[src/rtl/noc_pkg.sv]
// Shared NoC definitions: flit layout, field positions and arbiter state encoding.
package noc_pkg;

   localparam int PKT_W = 14;
   localparam int GNT_W = 2;

   localparam int DST_MSB     = 12;
   localparam int DST_LSB     = 11;
   localparam int TYPE_MSB    = 10;
   localparam int TYPE_LSB    = 9;
   localparam int PAYLOAD_MSB = 8;
   localparam int PAYLOAD_LSB = 1;
   localparam int EOP_BIT     = 0;

   typedef struct packed {
      logic       rsv;
      logic [1:0] dst_addr;
      logic [1:0] pack_t;
      logic [7:0] payload;
      logic       eop;
   } flit_t;

   typedef enum logic {
      IDLE   = 1'b0,
      LOCKED = 1'b1
   } arb_state_e;

endpackage

[src/rtl/noc_rr_arbiter.sv]
// Combinational rotate-priority picker: the first request after last_grant wins.
module noc_rr_arbiter #(
   parameter int NUM_IN = 4,
   parameter int IDX_W  = 2
) (
   input  logic [NUM_IN-1:0] req,
   input  logic [IDX_W-1:0]  last_grant,
   output logic [IDX_W-1:0]  gnt_idx,
   output logic              gnt_any
);

   // Scan from the farthest candidate back to last_grant+1 so the nearest requester overwrites.
   always_comb begin
      gnt_idx = '0;
      gnt_any = 1'b0;
      for (int k = NUM_IN; k >= 1; k--) begin
         if (req[(int'(last_grant) + k) % NUM_IN]) begin
            gnt_idx = IDX_W'((int'(last_grant) + k) % NUM_IN);
            gnt_any = 1'b1;
         end
      end
   end

endmodule

[src/rtl/noc_output_arbiter.sv]
// Router output stage: packet-granular round-robin (wormhole lock until eop)
// feeding a small output FIFO on a valid/ready link.
// Handshake: a flit moves on any link exactly in the cycle where valid and ready
// are both high at the rising clock edge; valid never depends on ready.
module noc_output_arbiter
   import noc_pkg::*;
#(
   parameter int NUM_IN = 4,
   parameter int PKT_W  = 14,
   parameter int DEPTH  = 2,
   parameter int CNT_W  = 16
) (
   input  logic                     clk,
   input  logic                     rst,
   input  logic [NUM_IN*PKT_W-1:0]  in_packet,
   input  logic [NUM_IN-1:0]        in_valid,
   output logic [NUM_IN-1:0]        in_ready,
   output logic [PKT_W-1:0]         out_packet,
   output logic                     out_valid,
   input  logic                     out_ready,
   output logic [1:0]               grant_id,
   output logic                     busy,
   output logic [CNT_W-1:0]         pkt_count
);

   localparam int PTR_W = (DEPTH > 1) ? $clog2(DEPTH) : 1;
   localparam int FCW   = $clog2(DEPTH + 1);

   arb_state_e        state_q;
   logic [GNT_W-1:0]  owner_q;
   logic [GNT_W-1:0]  last_grant_q;
   logic [CNT_W-1:0]  pkt_cnt_q;

   logic [PKT_W-1:0]  mem_q [DEPTH];
   logic [PTR_W-1:0]  wr_ptr_q, wr_ptr_d;
   logic [PTR_W-1:0]  rd_ptr_q, rd_ptr_d;
   logic [FCW-1:0]    count_q, count_d;

   logic [GNT_W-1:0]  gnt_idx;
   logic              gnt_any;
   logic [PKT_W-1:0]  in_flit;
   logic              push;
   logic              pop;

   noc_rr_arbiter #(
      .NUM_IN (NUM_IN),
      .IDX_W  (GNT_W)
   ) u_rr (
      .req        (in_valid),
      .last_grant (last_grant_q),
      .gnt_idx    (gnt_idx),
      .gnt_any    (gnt_any)
   );

   assign in_flit    = in_packet[owner_q*PKT_W +: PKT_W];
   assign push       = |(in_valid & in_ready);
   assign out_valid  = (count_q != '0);
   assign pop        = out_valid & out_ready;
   assign out_packet = out_valid ? mem_q[rd_ptr_q] : '0;
   assign grant_id   = owner_q;
   assign busy       = (state_q == LOCKED);
   assign pkt_count  = pkt_cnt_q;

   // Only the locked owner may send, and only while the registered count shows space.
   always_comb begin
      in_ready = '0;
      if (state_q == LOCKED && count_q != FCW'(DEPTH)) begin
         in_ready[owner_q] = 1'b1;
      end
   end

   // Arbitration FSM: pick in IDLE, hold the owner in LOCKED until its eop flit is accepted.
   always_ff @(posedge clk or posedge rst) begin
      if (rst) begin
         state_q      <= IDLE;
         owner_q      <= '0;
         last_grant_q <= GNT_W'(NUM_IN - 1);
         pkt_cnt_q    <= '0;
      end else begin
         case (state_q)
            IDLE: begin
               if (gnt_any) begin
                  owner_q <= gnt_idx;
                  state_q <= LOCKED;
               end
            end
            LOCKED: begin
               if (push && in_flit[EOP_BIT]) begin
                  pkt_cnt_q    <= pkt_cnt_q + CNT_W'(1);
                  last_grant_q <= owner_q;
                  state_q      <= IDLE;
               end
            end
            default: state_q <= IDLE;
         endcase
      end
   end

   // FIFO pointer and occupancy next-state; pointers wrap naturally since DEPTH is a power of 2.
   always_comb begin
      wr_ptr_d = wr_ptr_q;
      rd_ptr_d = rd_ptr_q;
      count_d  = count_q;
      if (push) wr_ptr_d = wr_ptr_q + PTR_W'(1);
      if (pop)  rd_ptr_d = rd_ptr_q + PTR_W'(1);
      if (push && !pop)      count_d = count_q + FCW'(1);
      else if (pop && !push) count_d = count_q - FCW'(1);
   end

   // FIFO control registers; reset empties the queue and drops its contents.
   always_ff @(posedge clk or posedge rst) begin
      if (rst) begin
         wr_ptr_q <= '0;
         rd_ptr_q <= '0;
         count_q  <= '0;
      end else begin
         wr_ptr_q <= wr_ptr_d;
         rd_ptr_q <= rd_ptr_d;
         count_q  <= count_d;
      end
   end

   // FIFO storage, written unchanged from the owner's input.
   always_ff @(posedge clk) begin
      if (push) mem_q[wr_ptr_q] <= in_flit;
   end

endmodule

[config.mk]
export PLATFORM = sky130hd
export DESIGN_NAME = noc_output_arbiter
export DESIGN_NICKNAME = d
export VERILOG_FILES = /design/src/rtl/noc_pkg.sv /design/src/rtl/noc_rr_arbiter.sv /design/src/rtl/noc_output_arbiter.sv
export SDC_FILE = /design/constraint.sdc
export NUM_CORES = 1
export LEC_CHECK = 0
export CAP_MARGIN = 10
export CORE_MARGIN = 8
export CORE_UTILIZATION = 40
export CTS_CLUSTER_DIAMETER = 200
export DETAILED_ROUTE_END_ITERATION = 16
export GPL_TIMING_DRIVEN = 0
export PLACE_DENSITY = 0.86
export SLEW_MARGIN = 5
export SYNTH_ARGS = -nofsm -noshare
export SYNTH_HDL_FRONTEND = slang
export SYNTH_SLANG_ARGS = --single-unit
[constraint.sdc]
create_clock -name clk -period 2.05 [get_ports clk]
set_clock_uncertainty 0.1 [all_clocks]
set_input_delay 0.41 -clock clk [delete_from_list [all_inputs] [get_ports clk]]
set_output_delay 0.41 -clock clk [all_outputs]
set_load 0.02 [all_outputs]
==> reports/metrics.csv, run 1 <==
stage;metric;value;unit
status;status;completed;
setup_path;crit_path_cell_trace;nor2_4, clkbuf_8, nor2_1, dlygate4sd2_1;
clocking;cts_tree;yes;
route;drc;0;
layout;final.fill_count;527;
synth;netlist_area;2780;sq um
route;vias_per_cell;5.29;
clocking;cts_root_buf;clkbuf_8;
setup_path;r2r-end;count_q[1];
sta;hold_ws;0.370;ns
setup_path;crit_buf_inv;2;
synth;postSynthAreaPerCell;13.3;sq um
setup_path;slowest_delay;0.45;ns
floorplan;fp.dieW;99.3;um
synth;synth-simple-area-share;0.133;
clocking;ctsHtreeMaxLevel;2;
synth;synth_xor_area_frac;0.0631;
global_routing;antenna_found_initial;0;
synth;synth-adder-area-share;0.00901;
layout;area_growth;49.9;%
synth;synth_compound_area_frac;0.0365;
floorplan;num_rows;30;
setup_path;rr_worst_depth;7;
synth;synth_top_family_by_area;multiplexers;
power_and_ir_drop;ir_drop;854;uV
hold_path;whs_path_depth;1;
floorplan;fp.coreArea;6760;sq um
global_routing;grt.total_usage;0.147;
route;route.vias.total;2153;
global_routing;grt_pass1_wl;11500;um
setup_path;crit_slowest_cell;dfrtp_1;
synth;yosysWarnings;0;
setup_path;critPathArrivalTime;1.48;ns
placed_design;gp_congestion;0.873;
synth;synthCells;209;
setup_path;reg2reg_from;grant_id[0];
layout;design_area;4160;sq um
floorplan;die_area;9860;sq um
setup_path;end_kind;output port;
sta;finalHoldViolCount;0;
synth;synth-seq-cells;53;
route;first_pass_iters;4;
setup_path;cp-start-kind;flip-flop;
global_routing;grt_max_degree;26;
route;wl;7350;um
clocking;clk_pin_slew_worst_paths;0.09;ns
layout;final_core_util;0.616;
floorplan;ios;101;
power_and_ir_drop;p_per_area;1420;nW/um^2
floorplan;die_y;99.3;um
sta;finalCriticalPeriod;1.99;ns
sta;fin_crit_sh;0.971;
setup_path;worstPathRequired;1.54;ns
global_routing;overflow;0;
route;wl_per_cell;18.1;um
synth;synth_nets;274;
synth;yosysUniqueCellTypes;38;
synth;seq_area_frac_synth;0.529;
hold_path;hold_end;pkt_count[15];
synth;synth_top_area_frac;0.303;
placed_design;port_buffers;100;
setup_path;reg2reg_setup_slack;0.09;ns
synth;synthMuxAreaShare;0.189;
sta;max_freq;0.502;GHz
sta;relSlewSlack;0.372;
clocking;cts_buffers;5;
global_routing;grt_pass1_vias;2212;
sta;rsz0062_at_grt;true;
placed_design;placed_area;3880;sq um
hold_path;holdCritStartpoint;pkt_count[15];
setup_path;crit_type;flip-flop to output port;
setup_path;crit_fanout;10;
floorplan;initial_utilization;0.411;
sta;setup_violations;0;
layout;fin_nets;391;
layout;diodes;0;
synth;yosysTopAreaCell;edfxtp_1;
power_and_ir_drop;leakage;1.73;nW
route;drt_iter0_markers;123;
flow_run;cap_violations;0;
setup_path;crit_family;buffers and inverters;
clocking;cts_buffer_depth;2;
clocking;clock_sinks;53;
sta;maxSlewViolCount;0;
hold_path;min_path_type;flip-flop to flip-flop;
placed_design;dp_hpwl;5590;um
synth;synthTopCellsByArea;edfxtp_1, dfrtp_1, mux4_2, mux2i_1, xor2_1;
route;drtAntennaViolNets;0;
sta;tightest_slew;0.941;ns
clocking;insertion_delay;0.30;ns
layout;final_layout_size_suffix_gt1_frac;0.208;
clocking;hold_buffers;0;
-- power by group --
| part | leakage (nW) | total (mW) | switching (mW) | internal (mW) |
|---|---|---|---|---|
| sequential | 0.572 | 1.89 | 0.258 | 1.64 |
| combinational | 1.12 | 3.42 | 1.78 | 1.64 |
| clock | 0.0407 | 0.589 | 0.347 | 0.242 |
| total | 1.73 | 5.91 | 2.39 | 3.52 |
-- repair_timing --
action	4_1_cts	5_1_grt
setup endpoints to repair	51	46
pin swaps	3	1
cloned	0	0
endpoints found under the hold margin	0	0
gates resized for setup	58	16
buffers inserted	7	5
-- placed cells by master (no fill, tap or decap), drive strengths merged, types with 10 or more instances in the layout --
| cell | count |
|---|---|
| mux4 | 14 |
| nor4 | 10 |
| dfrtp | 23 |
| clkdlybuf4s50 | 77 |
| dlygate4sd2 | 11 |
| buf | 23 |
| nor2 | 22 |
| xor2 | 16 |
| nand3 | 10 |
| edfxtp | 28 |
| mux2i | 16 |
-- kinds of logic (layout without fill, tap and decap cells) --
group	Yosys count	in the layout
AO/OA/AOI/OAI	15	15
XOR/XNOR	20	20
adder cells (fa/ha/maj)	2	2
buffers and inverters	20	138
flip-flops	53	53
multiplexers	33	33
AND/OR/NAND/NOR	66	66
-- synthesized netlist by cell type, drive strengths merged --
library cell / instances
nor2b: 1
a21boi: 1
and4: 2
ha: 2
nand2b: 2
o41a: 1
nor3: 6
clkbuf: 4
nand2: 8
inv: 8
o21a: 1
mux4: 14
xnor2: 4
mux2i: 16
mux2: 3
o22ai: 1
dfstp: 2
nor2: 22
xor2: 16
nand4: 2
a21oi: 3
dfrtp: 23
and3: 2
a31oi: 1
buf: 8
edfxtp: 28
nor3b: 1
o31ai: 1
nor4: 10
nand3: 10
a2bb2oi: 1
o21ai: 5
-- cell type report --
cell class | instances | area [sq um] | area share
Multi-Input combinational cell | 136 | 1260 | 0.303
Inverter | 8 | 30.0 | 0.00721
Clock inverter | 3 | 21.3 | 0.00511
Sequential cell | 53 | 1470 | 0.354
Timing Repair Buffer | 112 | 1080 | 0.261
Tap cell | 80 | 100 | 0.0240
Clock buffer | 5 | 68.8 | 0.0165
Buffer | 10 | 123 | 0.0295
-- flip-flops by register name, indices dropped and copies added (netlist names) --
signal / flops
mem_q: 28
pkt_count: 16
count_q: 2
grant_id: 2
last_grant_q: 2
busy: 1
rd_ptr_q: 1
wr_ptr_q: 1
-- how the worst max path moves through the flow --
stage	cells after the start	to	slack [ns]	start
4_1_cts	4	in_ready[1]	-0.03	grant_id[0]
3_3_place_gp	5	mem_q[1][6]	-0.93	in_valid[3]
2_1_floorplan	5	mem_q[1][0]	-0.22	grant_id[1]
5_1_grt	7	count_q[1]	-0.006	grant_id[0]
3_5_place_dp	5	mem_q[1][7]	-0.98	in_valid[3]
6_report	4	out_packet[3]	0.06	count_q[1]
-- through the flow --
step | total power, mW | std cells | setup TNS (ns) | setup WS [ns]
2_1_floorplan | 3.80 | 209 | -6.27 | -0.224
3_3_place_gp | 4.90 | 389 | -33.12 | -0.927
3_5_place_dp | 4.99 | 389 | -36.50 | -0.977
4_1_cts | 5.80 | 402 | -0.0256 | -0.0256
5_1_grt | 6.26 | 407 | -0.0170 | -0.00614
6_report | 5.91 | 407 | 0 | 0.0598
-- per-layer routing --
metal	GRT usage	vias up	routed length, um
met1	0.179	1058	3140
li1	-	1012	-
met2	0.246	73	3600
met4	0.0559	0	142
met3	0.0335	10	463
met5	0	-	0
No activity file was read; power rests on OpenSTA's default activity.
==> run 2, diff against run 1 <==
Settings changed: CORE_ASPECT_RATIO set to 0.6.
==> reports/metrics.csv, run 2 (synthesis gave the netlist of run 1 again) <==
stage;metric;value;unit;change
route;drtAntennaViolNets;0;;unchanged
placed_design;dp_hpwl;6090;um;was 5590 um
route;wl_met1;3180;um;was 3140 um
layout;multiInputGateArea;1240;sq um;was 1260 sq um
flow_run;cap_violations;0;;unchanged
global_routing;grt.total_usage;0.155;;was 0.147
floorplan;fp.dieW;124;um;was 99.3 um
floorplan;ios;101;;unchanged
layout;regMostFlops;mem_q;;unchanged
floorplan;fp.coreArea;6710;sq um;was 6760 sq um
power_and_ir_drop;power;6.16;mW;was 5.91 mW
sta;maxSlewViolCount;0;;unchanged
global_routing;overflow;0;;unchanged
sta;setup_violations;0;;unchanged
clocking;hold_buffers;0;;unchanged
layout;fin_nets;391;;unchanged
route;vias_per_cell;5.14;;was 5.29
clocking;cts_tree;yes;;unchanged
power_and_ir_drop;leakage;1.75;nW;was 1.73 nW
sta;setup_slack;0.0247;ns;was 0.0598 ns
layout;layout_common_cells;clkdlybuf4s50_1, edfxtp_1, dfrtp_1, nor2_1;;was clkdlybuf4s50_1, edfxtp_1, dfrtp_1, nor2_1, xor2_1
clocking;cts_root_buf;clkbuf_16;;was clkbuf_8
global_routing;antenna_found_initial;0;;unchanged
global_routing;grt_max_degree;26;;unchanged
floorplan;die_area;9950;sq um;was 9860 sq um
layout;area_growth;51.3;%;was 49.9%
route;drc;0;;unchanged
setup_path;worstPathRequired;1.54;ns;about the same
clocking;clock_sinks;53;;unchanged
hold_path;min_path_type;flip-flop to flip-flop;;unchanged
route;wl_met2;4030;um;was 3600 um
clocking;insertion_delay;0.29;ns;was 0.30 ns
placed_design;port_buffers;100;;unchanged
clocking;cts_buffers;5;;unchanged
sta;finalHoldViolCount;0;;unchanged
layout;regArea;1470;sq um;unchanged
clocking;cts_buffer_depth;2;;unchanged
clocking;ctsHtreeMaxLevel;2;;unchanged
floorplan;die_y;80.5;um;was 99.3 um
setup_path;slowest_delay;0.68;ns;was 0.45 ns
setup_path;cp-start-kind;flip-flop;;unchanged
sta;hold_ws;0.391;ns;was 0.370 ns
status;status;completed;;unchanged
floorplan;initial_utilization;0.414;;was 0.411
route;drt_iter0_markers;91;;was 123
sta;setup_tns;0;ns;unchanged
route;dr_wl_met3;606;um;was 463 um
placed_design;place_ws;-0.995;ns;was -0.977 ns
route;first_pass_iters;4;;unchanged
setup_path;critPathArrivalTime;1.52;ns;was 1.48 ns
sta;fin_crit_sh;0.988;;was 0.971
setup_path;end_kind;output port;;unchanged
sta;max_freq;0.494;GHz;was 0.502 GHz
power_and_ir_drop;p_per_area;1470;nW/um^2;was 1420 nW/um^2
layout;final_common_cell;clkdlybuf4s50_1;;unchanged
setup_path;crit_path_cell_trace;clkdlybuf4s50_1;;was nor2_4, clkbuf_8, nor2_1, dlygate4sd2_1
layout;largest_register_ffs;28;;unchanged
route;wl_per_cell;19.0;um;was 18.1 um
route;route.vias.total;2129;;was 2153
sta;finalCriticalPeriod;2.03;ns;was 1.99 ns
setup_path;crit_type;flip-flop to output port;;unchanged
global_routing;grt_pass1_wl;11900;um;was 11500 um
layout;diodes;0;;unchanged
layout;final.fill_count;518;;was 527
global_routing;grt_pass1_vias;2232;;was 2212
placed_design;gp_congestion;0.867;;was 0.873
setup_path;crit_buf_inv;1;;was 2
setup_path;crit_family;buffers and inverters;;unchanged
setup_path;crit_fanout;8;;was 10
sta;relSlewSlack;0.349;;was 0.372
layout;final_layout_size_suffix_gt1_frac;0.193;;was 0.208
clocking;clk_pin_slew_worst_paths;0.07;ns;was 0.09 ns
setup_path;crit_slowest_cell;clkdlybuf4s50_1;;was dfrtp_1
floorplan;num_rows;23;;was 30
sta;tightest_slew;0.975;ns;was 0.941 ns
route;wl;7880;um;was 7350 um
power_and_ir_drop;ir_drop;868;uV;was 854 uV
route;top_layer_used;met4;;unchanged
## run 2: cell count changes in the layout (fill, tap and decap cells not counted), sizes merged
cell / previous run / this run
clkinv: 0 / 1
dlymetal6s2s: 2 / 0
dlygate4sd2: 11 / 9
clkinvlp: 2 / 0
buf: 23 / 19
clkbuf: 9 / 11
clkdlybuf4s15: 5 / 11
bufinv: 0 / 1
## run 2: power by group
| group | switching [mW] | internal (mW) |
|---|---|---|
| sequential | 0.251 | 1.64 |
| clock | 0.360 | 0.578 |
| combinational | 1.80 | 1.54 |
## run 2: timing repair
item	4_1_cts	5_1_grt
setup buffers	6	5
setup endpoints to repair	51	18
pin swaps	2	1
endpoints found under the hold margin	0	0
gates cloned	1	0
gates resized for setup	57	11
## run 2: per-layer routing
layer / GRT usage / vias to the layer above
met4: 0.0358 / 0
li1: - / 1016
met1: 0.194 / 1043
met2: 0.263 / 66
met5: 0 / -
met3: 0.0399 / 4
## run 2: final cells by class
type | count | area share
buffer | 10 | 0.0259
clock inverter | 3 | 0.0104
clock buffer | 5 | 0.0298
multi-input combinational | 136 | 0.294
inverter | 8 | 0.00715
timing repair buffer | 112 | 0.256
sequential | 53 | 0.351
tap | 87 | 0.0259
## run 2: worst reg2reg max path, cell delays in order, from the launching register on
cell	delay, ns
dfrtp_1	0.38
buf_4	0.15
mux2i_1	0.37
a2bb2oi_4	0.28
nand2b_2	0.25
mux2_2	0.35
## run 2: through the flow
| step | instances | util | cell area [sq um] |
|---|---|---|---|
| floorplan | 209 | - | 2780 |
| global placement | 396 | 0.580 | 3890 |
| detailed placement | 396 | 0.580 | 3890 |
| CTS | 409 | 0.620 | 4160 |
| global route | 414 | 0.626 | 4200 |
| finish | 414 | 0.626 | 4200 |
## run 2: worst paths after layout
kind / startpoint / slack (ns) / to / cells past startpoint
setup / recovery: pkt_count[2] / 0.02 / pkt_count[2] / 1
hold / removal: pkt_count[15] / 0.39 / pkt_count[15] / 1
setup reg to reg: grant_id[1] / 0.06 / pkt_count[1] / 5
hold reg to reg: pkt_count[15] / 0.39 / pkt_count[15] / 1
max in group asynchronous: rst / 0.64 / grant_id[0] / 2
min in group asynchronous: rst / 0.55 / pkt_count[4] / 2
